$ cat config.mk
export PLATFORM = sky130hd
export DESIGN_NAME = ahb_apb_bridge
export DESIGN_NICKNAME = d
export VERILOG_FILES = /design/src/rtl/ahb_apb_pkg.sv /design/src/rtl/ahb_apb_bridge.sv
export SDC_FILE = /design/constraint.sdc
export NUM_CORES = 1
export LEC_CHECK = 0
export ABC_AREA = 1
export CORE_MARGIN = 4
export CORE_UTILIZATION = 37
export DETAILED_ROUTE_END_ITERATION = 7
export PLACE_DENSITY_LB_ADDON = 0.25
export SYNTH_ARGS = -nofsm -noshare
export SYNTH_HDL_FRONTEND = slang
export SYNTH_SLANG_ARGS = --single-unit
$ cat constraint.sdc
create_clock -name HCLK -period 1.7 [get_ports HCLK]
set_input_delay 0.34 -clock HCLK [delete_from_list [all_inputs] [get_ports HCLK]]
set_output_delay 0.34 -clock HCLK [all_outputs]
set_load 0.1 [all_outputs]
$ cat src/rtl/ahb_apb_pkg.sv
// Shared encodings for the AHB-Lite to APB bridge: FSM states, AHB transfer
// types, the single legal transfer size and response codes.
package ahb_apb_pkg;

    typedef logic [2:0] state_t;

    localparam state_t ST_IDLE   = 3'd0;
    localparam state_t ST_WDATA  = 3'd1;
    localparam state_t ST_SETUP  = 3'd2;
    localparam state_t ST_ACCESS = 3'd3;
    localparam state_t ST_ERR1   = 3'd4;
    localparam state_t ST_ERR2   = 3'd5;

    localparam logic [1:0] HTRANS_IDLE   = 2'b00;
    localparam logic [1:0] HTRANS_BUSY   = 2'b01;
    localparam logic [1:0] HTRANS_NONSEQ = 2'b10;
    localparam logic [1:0] HTRANS_SEQ    = 2'b11;

    localparam logic [2:0] HSIZE_WORD = 3'b010;

    localparam logic HRESP_OKAY  = 1'b0;
    localparam logic HRESP_ERROR = 1'b1;

    // Only NONSEQ and SEQ carry a real transfer; IDLE and BUSY are ignored.
    function automatic logic htrans_active(input logic [1:0] htrans);
        return (htrans == HTRANS_NONSEQ) || (htrans == HTRANS_SEQ);
    endfunction

endpackage

$ cat src/rtl/ahb_apb_bridge.sv
// Single-slave AHB-Lite to APB bridge: one AHB word transfer becomes one APB
// SETUP/ACCESS pair, with a bounded PREADY timeout that ends in an ERROR response.
module ahb_apb_bridge
    import ahb_apb_pkg::*;
#(
    parameter int HADDR_WIDTH    = 32,
    parameter int APB_ADDR_WIDTH = 12,
    parameter int TIMEOUT        = 255
) (
    input  logic                      HCLK,
    input  logic                      HRESETn,
    input  logic                      HSEL,
    input  logic [HADDR_WIDTH-1:0]    HADDR,
    input  logic [1:0]                HTRANS,
    input  logic                      HWRITE,
    input  logic [2:0]                HSIZE,
    input  logic [31:0]               HWDATA,
    input  logic                      HREADY,
    output logic                      HREADYOUT,
    output logic                      HRESP,
    output logic [31:0]               HRDATA,
    output logic [APB_ADDR_WIDTH-1:0] PADDR,
    output logic [31:0]               PWDATA,
    output logic                      PWRITE,
    output logic                      PSEL,
    output logic                      PENABLE,
    input  logic [31:0]               PRDATA,
    input  logic                      PREADY,
    input  logic                      PSLVERR
);

    localparam logic [7:0] TIMEOUT_C = 8'(TIMEOUT);

    state_t                      state_r;
    state_t                      state_nx_s;
    state_t                      launch_st_s;
    logic [7:0]                  cnt_r;
    logic [31:0]                 hrdata_r;
    logic [APB_ADDR_WIDTH-1:0]   paddr_r;
    logic [31:0]                 pwdata_r;
    logic                        pwrite_r;
    logic                        psel_r;
    logic                        penable_r;
    logic                        hresp_r;
    logic                        accept_s;
    logic                        size_ok_s;
    logic                        done_s;
    logic                        read_done_s;
    logic                        take_s;
    logic                        unused_s;

    assign accept_s    = HSEL & HREADY & htrans_active(HTRANS);
    assign size_ok_s   = (HSIZE == HSIZE_WORD);
    assign done_s      = (state_r == ST_ACCESS) & PREADY & ~PSLVERR;
    assign read_done_s = done_s & ~pwrite_r;
    assign launch_st_s = !size_ok_s ? ST_ERR1 : (HWRITE ? ST_WDATA : ST_SETUP);
    // New address phases are only sampled when the bridge itself is ready.
    assign take_s      = accept_s & size_ok_s &
                         ((state_r == ST_IDLE) | (state_r == ST_ERR2) | done_s);
    assign unused_s    = ^{HADDR[HADDR_WIDTH-1:APB_ADDR_WIDTH], 1'b0};

    // Next-state decode for the transfer FSM.
    always_comb begin
        state_nx_s = state_r;
        case (state_r)
            ST_IDLE:   state_nx_s = accept_s ? launch_st_s : ST_IDLE;
            ST_WDATA:  state_nx_s = ST_SETUP;
            ST_SETUP:  state_nx_s = ST_ACCESS;
            ST_ACCESS: begin
                if (PREADY) begin
                    if (PSLVERR) begin
                        state_nx_s = ST_ERR1;
                    end else begin
                        state_nx_s = accept_s ? launch_st_s : ST_IDLE;
                    end
                end else if ((cnt_r + 8'd1) == TIMEOUT_C) begin
                    state_nx_s = ST_ERR1;
                end else begin
                    state_nx_s = ST_ACCESS;
                end
            end
            ST_ERR1:   state_nx_s = ST_ERR2;
            ST_ERR2:   state_nx_s = accept_s ? launch_st_s : ST_IDLE;
            default:   state_nx_s = ST_IDLE;
        endcase
    end

    // Wait states come straight from PREADY so each stalled ACCESS adds one.
    always_comb begin
        HREADYOUT = 1'b1;
        case (state_r)
            ST_WDATA:  HREADYOUT = 1'b0;
            ST_SETUP:  HREADYOUT = 1'b0;
            ST_ACCESS: HREADYOUT = done_s;
            ST_ERR1:   HREADYOUT = 1'b0;
            default:   HREADYOUT = 1'b1;
        endcase
    end

    // FSM state and PREADY-low timeout counter.
    always_ff @(posedge HCLK or negedge HRESETn) begin
        if (!HRESETn) begin
            state_r <= ST_IDLE;
            cnt_r   <= 8'd0;
        end else begin
            state_r <= state_nx_s;
            if (state_nx_s == ST_SETUP) begin
                cnt_r <= 8'd0;
            end else if ((state_r == ST_ACCESS) && !PREADY) begin
                cnt_r <= cnt_r + 8'd1;
            end
        end
    end

    // APB request fields, captured once and held through SETUP and ACCESS.
    always_ff @(posedge HCLK or negedge HRESETn) begin
        if (!HRESETn) begin
            paddr_r  <= '0;
            pwrite_r <= 1'b0;
            pwdata_r <= 32'd0;
        end else begin
            if (take_s) begin
                paddr_r  <= HADDR[APB_ADDR_WIDTH-1:0];
                pwrite_r <= HWRITE;
            end
            if (state_r == ST_WDATA) begin
                pwdata_r <= HWDATA;
            end
        end
    end

    // Bus control outputs registered from the next state.
    always_ff @(posedge HCLK or negedge HRESETn) begin
        if (!HRESETn) begin
            psel_r    <= 1'b0;
            penable_r <= 1'b0;
            hresp_r   <= HRESP_OKAY;
            hrdata_r  <= 32'd0;
        end else begin
            psel_r    <= (state_nx_s == ST_SETUP) || (state_nx_s == ST_ACCESS);
            penable_r <= (state_nx_s == ST_ACCESS);
            hresp_r   <= ((state_nx_s == ST_ERR1) || (state_nx_s == ST_ERR2)) ?
                         HRESP_ERROR : HRESP_OKAY;
            if (read_done_s) begin
                hrdata_r <= PRDATA;
            end
        end
    end

    // Read data is forwarded in the completion cycle, then held from the register.
    assign HRDATA  = read_done_s ? PRDATA : hrdata_r;
    assign HRESP   = hresp_r;
    assign PADDR   = paddr_r;
    assign PWDATA  = pwdata_r;
    assign PWRITE  = pwrite_r;
    assign PSEL    = psel_r;
    assign PENABLE = penable_r;

endmodule

==> summary.md, run 1 <==
| Metric | Value |
|---|---|
| Most used DFF post-synth | dfrtp_1 |
| DRC viols | 0 |
| Clk sink count | 91 |
| Core Util, Final | 0.706 |
| Fin. max-slew vios | 0 |
| Unique masters post-synth | 28 |
| FF-to-FF setup slack | -90 ps |
| Top cell by count, worst path | nand2_2 |
| Maxcap violations | 0 |
| CTS Buf Count | 9 |
| RSZ-0062 raised after global routing | true |
| Via count | 3033 |
| Rel. slew slack | 0.783 |
| Rows | 37 |
| Initial Util | 0.380 |
| #FFs+latches synth | 91 |
| Worst reg2reg path depth | 9 |
| Area of the multi-input gates | 1610 um^2 |
| Layout cell share with drive strength beyond 1 | 0.478 |
| Ports | 189 |
| Vias/cell | 4.64 |
| CTS root buffer | clkbuf_8 |
| Overflow after GRT | 0 |
| Dpl hpwl | 8280 um |
| Initial DRC Count | 125 |
| Finish-stage setup viols | 48 |
| Synth warnings | 0 |
| Buffers added on ports | 167 |
| Final Non-Filler Cells | 653 |
| Final antenna-violating net count | 0 |
| Placed cells | 618 |
| Worst setup EP type | output pin |
| Crit Path Category | reg -> out |
| Die Span Y | 111 um |
| Top-count cell post-synth | dfrtp_1 |
| Area leader, netlist | dfrtp_1 |
| Clk_lat worst skew | 350 ps |
| Clock Skew | 4.93 ps |
| Deepest clock path buffer count | 2 |
| FFs w/ async S/R, synth | 1.00 |
| Cells taking the most area after synthesis | dfrtp_1 (58%), mux2_2 (12%), mux2_4 (11%) |
| Status | complete, but fails checks |
| Total Nets Final | 623 |
| Synth cell count leaders | dfrtp_1 (91), mux2_2 (43), nand2_1 (42) |
| Vias in the first global route | 3242 |
| Wire length per cell | 17.8 um |
| Sequential area share after synthesis | 0.581 |
| CP cell instances | nand2_2 -> nor2_4 -> nand2_2 -> inv_2 -> nand2_2 -> or2_4 -> clkbuf_16 -> mux2_4 -> buf_12 |
| Final worst slack | -737 ps |
| Worst R2R Start | state_r[1] |
| Filler cell count | 693 |
| CTS tree | done |
| WP buf/inv | 3 |
| Syn Area/Cell | 13.0 um^2 |
| Worst setup SP type | register |
| Ant. Diodes | 0 |
| GRT Resource Usage Total | 0.184 |
| Post-synth EDFFs | 0 |
| Router iterations before antenna repair | 4 |
| Die Area | 12300 um^2 |
| Largest net degree at the start of global routing | 53 |
| GP Congestion | 0.793 |
| Initial antenna violation count | 0 |
| Cell Area, Synth | 3920 um^2 |
| CTS clk-pin slew, worst paths | 80 ps |
| Max incr delay on CP | 380 ps |
| Crit-path slowest cell | dfrtp_1 |
| CP Max Fanout | 8 |
| Hold Path Class | in -> async |
| Post-synthesis cell count | 302 |
| Fmax | 410 MHz |
| Tcrit/Tclk final | 1.43 |
| Crit path DAT | 2100 ps |
| Worst r2r dst | hrdata_r[8] |
| Tmin final | 2440 ps |
| Total core area | 10300 um^2 |
| FF+latch area | 2280 um^2 |
| First-pass GRT wire length | 18000 um |
| Delay-heaviest family, CP | simple AND/OR/NAND/NOR gates |
| Final Hold Viols | 0 |
| Routed wire length | 11600 um |
| Area growth syn-to-layout | 85.9% |
| WP data required | 1360 ps |
| Top-area cell type share of the netlist area | 0.581 |
| Mapped Nets | 412 |
| Violations in the final reports | setup timing |
| H-tree depth | 3 |
| Worst-Margin Slew | 325 ps |
| Die width | 111 um |
## metrics by stage
| stage | worst slack, ps | instance area (um^2) | setup TNS, ps | hold slack [ps] |
|---|---|---|---|---|
| 6_report | -737 | 7290 | -24010 | 436 |
| 5_1_grt | -828 | 7290 | -29870 | 468 |
| 3_5_place_dp | -678 | 6700 | -36890 | 261 |
| 2_1_floorplan | -317 | 3920 | -15110 | 44.4 |
| 4_1_cts | -730 | 7020 | -23240 | 422 |
| 3_3_place_gp | -678 | 6700 | -36390 | 252 |
## final cells by class
class,count,share of cell area
repair buffers,209,0.405
flip-flops and latches,91,0.313
multi-input cells,177,0.220
clock buffers,14,0.0237
well taps,136,0.0233
inverters,25,0.0136
clock inverters,1,0.00103
## layer usage
| metal | track usage | share of wire | up-vias |
|---|---|---|---|
| met5 | 0 | 0 | - |
| met4 | 0.0493 | 0.015 | 0 |
| met3 | 0.0508 | 0.053 | 12 |
| met2 | 0.322 | 0.52 | 105 |
| met1 | 0.223 | 0.41 | 1482 |
| li1 | - | - | 1434 |
## sequential cells by signal (all words and copies together), names as in the netlist
register and count:
hrdata_r 32, PWRITE 1, PSEL 1, HRESP 1, PWDATA 32, cnt_r 8, PENABLE 1, PADDR 12
state_r 3
## cell families (layout without fill, tap and decap cells)
logic type | after synthesis | after routing | share of synthesized area
buf+inv | 34 | 249 | 0.0472
flops | 91 | 91 | 0.581
xor+xnor | 1 | 1 | 0.00223
compound gates | 26 | 26 | 0.0373
mux | 76 | 76 | 0.247
simple gates | 72 | 72 | 0.0794
fa+ha+maj | 2 | 2 | 0.00638
## layout by cell type, fill, tap and decap left out, types with 3 or more instances in the layout
cell type	instances
dfrtp_1	89
clkdlybuf4s50_1	85
buf_12	85
mux2_2	43
nand2_1	35
mux2_4	31
buf_4	21
inv_1	19
buf_6	14
clkbuf_8	12
nor2_1	9
o21ai_0	8
a21oi_2	8
nand2_2	7
nand3_1	7
inv_2	4
nand4_1	3
a21oi_1	3
## worst max path at each step
stage	start	endpoint	slack [ps]	cells after the start
6_report	state_r[1]	HRDATA[27]	-740	9
5_1_grt	state_r[0]	HRDATA[27]	-830	9
4_1_cts	state_r[0]	HRDATA[17]	-730	9
3_5_place_dp	PSLVERR	HRDATA[17]	-680	9
3_3_place_gp	PSLVERR	HRDATA[17]	-680	9
2_1_floorplan	state_r[1]	HRDATA[10]	-320	9
## what timing repair did
item / 4_1_cts / 5_1_grt
hold endpoints to repair: 20 / 0
buffers inserted: 1 / 16
hold buffers: 1 / 0
resized for setup: 29 / 29
cloned: 1 / 2
endpoints found under the setup margin: 87 / 86
pin swaps: 9 / 9
## worst register-to-register path: cells and delay by family (launching register included)
family                 cells  cell delay, ps
flip-flops                 1             380
AND/OR/NAND/NOR            5             600
multiplexers               1             330
buffers and inverters      3             380
Power of run 1 is not shown: default switching activity piles up to over one toggle a cycle in this logic, so the estimate is an artifact.
==> inputs of run 2 (changes only) <==
==> constraint.sdc (replaced) <==
create_clock -name HCLK -period 1.7 [get_ports HCLK]
set_input_delay 0.255 -clock HCLK [delete_from_list [all_inputs] [get_ports HCLK]]
set_output_delay 0.255 -clock HCLK [all_outputs]
set_load 0.1 [all_outputs]
==> run 2 against run 1 <==
The flow still finishes with violations (setup timing); via count up 0.92%; die area unchanged; first-iteration DRC count grew 0.80%; cell count down 0.92%; maximum frequency is 5.7% higher.
==> summary.md, run 2 (synthesis results as in run 1) <==
| Metric | Value |
|---|---|
| Status | complete, but fails checks |
| Violations in the final reports | setup timing |
| Largest net degree at the start of global routing | 51 |
| CTS clk-pin slew, worst paths | 100 ps |
| Fin. max-slew vios | 0 |
| Final worst slack | -604 ps |
| H-tree depth | 3 |
| Maxcap violations | 0 |
| Tcrit/Tclk final | 1.36 |
| CTS root buffer | clkbuf_8 |
| RSZ-0062 raised after global routing | true |
| Die width | 111 um |
| Delay-heaviest family, CP | simple AND/OR/NAND/NOR gates |
| Vias/cell | 4.73 |
| Die Area | 12300 um^2 |
| WP data required | 1440 ps |
| Clock Skew | 12.4 ps |
| Initial antenna violation count | 0 |
| CP Max Fanout | 16 |
| Final antenna-violating net count | 0 |
| Die Span Y | 111 um |
| Dpl hpwl | 8140 um |
| GP Congestion | 0.824 |
| Commonest non-fill, non-tap cell in the layout | dfrtp_1 |
| Buffers added on ports | 167 |
| Tmin final | 2300 ps |
| Ports | 189 |
| Worst setup EP type | output pin |
| CTS Buf Count | 9 |
| CTS tree | done |
| Vias in the first global route | 3306 |
| Commonest non-fill, non-tap cells in the layout | dfrtp_1 (89), clkdlybuf4s50_1 (85), buf_12 (85) |
| Initial Util | 0.380 |
| Worst reg2reg path depth | 11 |
| Crit Path Category | reg -> out |
| Layout cell share with drive strength beyond 1 | 0.491 |
| Deepest clock path buffer count | 2 |
| Clk sink count | 91 |
| Fmax | 434 MHz |
| DRC viols | 0 |
| Wire length per cell | 17.3 um |
| Overflow after GRT | 0 |
| First-pass GRT wire length | 18000 um |
| Crit path DAT | 2050 ps |
| WP buf/inv | 3 |
| Ant. Diodes | 0 |
| Worst r2r dst | cnt_r[3] |
| Worst-Margin Slew | 340 ps |
| Max incr delay on CP | 370 ps |
| Worst setup SP type | register |
| Hold Path Class | in -> async |
| Clk_lat worst skew | 360 ps |
| Rows | 37 |
| Crit-path slowest cell | dfrtp_1 |
| Setup TNS | -19250 ps |
| Filler cell count | 678 |
| Rel. slew slack | 0.772 |
| Top cell by count, worst path | nand2_2 |
| Levels on crit path | 9 |
| CP cell instances | nand2_2 -> nor2_4 -> nand2_2 -> inv_2 -> nand2_2 -> or2_4 -> buf_12 -> mux2_4 -> buf_12 |
| Routed wire length | 11200 um |
| Finish-stage setup viols | 39 |
| Total Nets Final | 616 |
| Via count | 3061 |
| FF-to-FF setup slack | -20 ps |
| Router iterations before antenna repair | 5 |
| Initial DRC Count | 126 |
| Final Hold Viols | 0 |
| GRT Resource Usage Total | 0.182 |
| Worst R2R Start | cnt_r[0] |
| Area growth syn-to-layout | 84.8% |
| Total core area | 10300 um^2 |
-- run 2: how the worst max path moves through the flow --
stage	endpoint	start
finish	HRDATA[25]	state_r[1]
global route	HRDATA[15]	state_r[0]
CTS	HRDATA[12]	state_r[1]
detailed placement	HRDATA[12]	PSLVERR
global placement	HRDATA[17]	PSLVERR
floorplan	HRDATA[10]	state_r[1]
-- run 2: per-layer routing --
layer / up-vias / GRT usage / part of all wire
li1: 1417 / - / -
met1: 1504 / 0.227 / 0.40
met2: 125 / 0.318 / 0.52
met3: 15 / 0.0409 / 0.060
met4: 0 / 0.0525 / 0.013
met5: - / 0 / 0
-- run 2: what timing repair did --
action,in CTS,in global routing
endpoints found under the hold margin,16,0
gates resized for setup,30,32
setup endpoints to repair,71,59
hold buffers,1,0
pin swaps,8,19
buffers inserted,6,4
cloned,2,1
-- run 2: layout make-up --
type | count | area, um^2 | area share
timing repair buffer | 201 | 2840 | 0.392
clock inverter | 5 | 43.8 | 0.00604
inverter | 25 | 101 | 0.0140
tap | 136 | 170 | 0.0235
sequential | 91 | 2280 | 0.314
multi-input combinational | 178 | 1660 | 0.229
clock buffer | 11 | 151 | 0.0209
-- run 2: metrics by stage --
step	hold WS, ps	setup slack (ps)	instances	utilization	cell area [um^2]
final	316	-604	647	0.702	7250
after global routing	337	-690	647	0.702	7250
after CTS	312	-618	642	0.685	7070
after detailed placement	153	-531	618	0.649	6700
after global placement	152	-517	618	0.649	6700
after floorplan	-40.6	-232	302	-	3920
-- run 2: worst reg2reg max path, cell delays in order (launching register included) --
cell	delay [ps]
dfrtp_1	430
buf_6	160
inv_4	50
ha_4	110
nand2_2	40
nor2_1	90
nand3_1	80
nor2_2	130
nand2_2	110
a21oi_4	170
buf_6	170
a21oi_2	60
Power of run 2 is left out for the same reason.
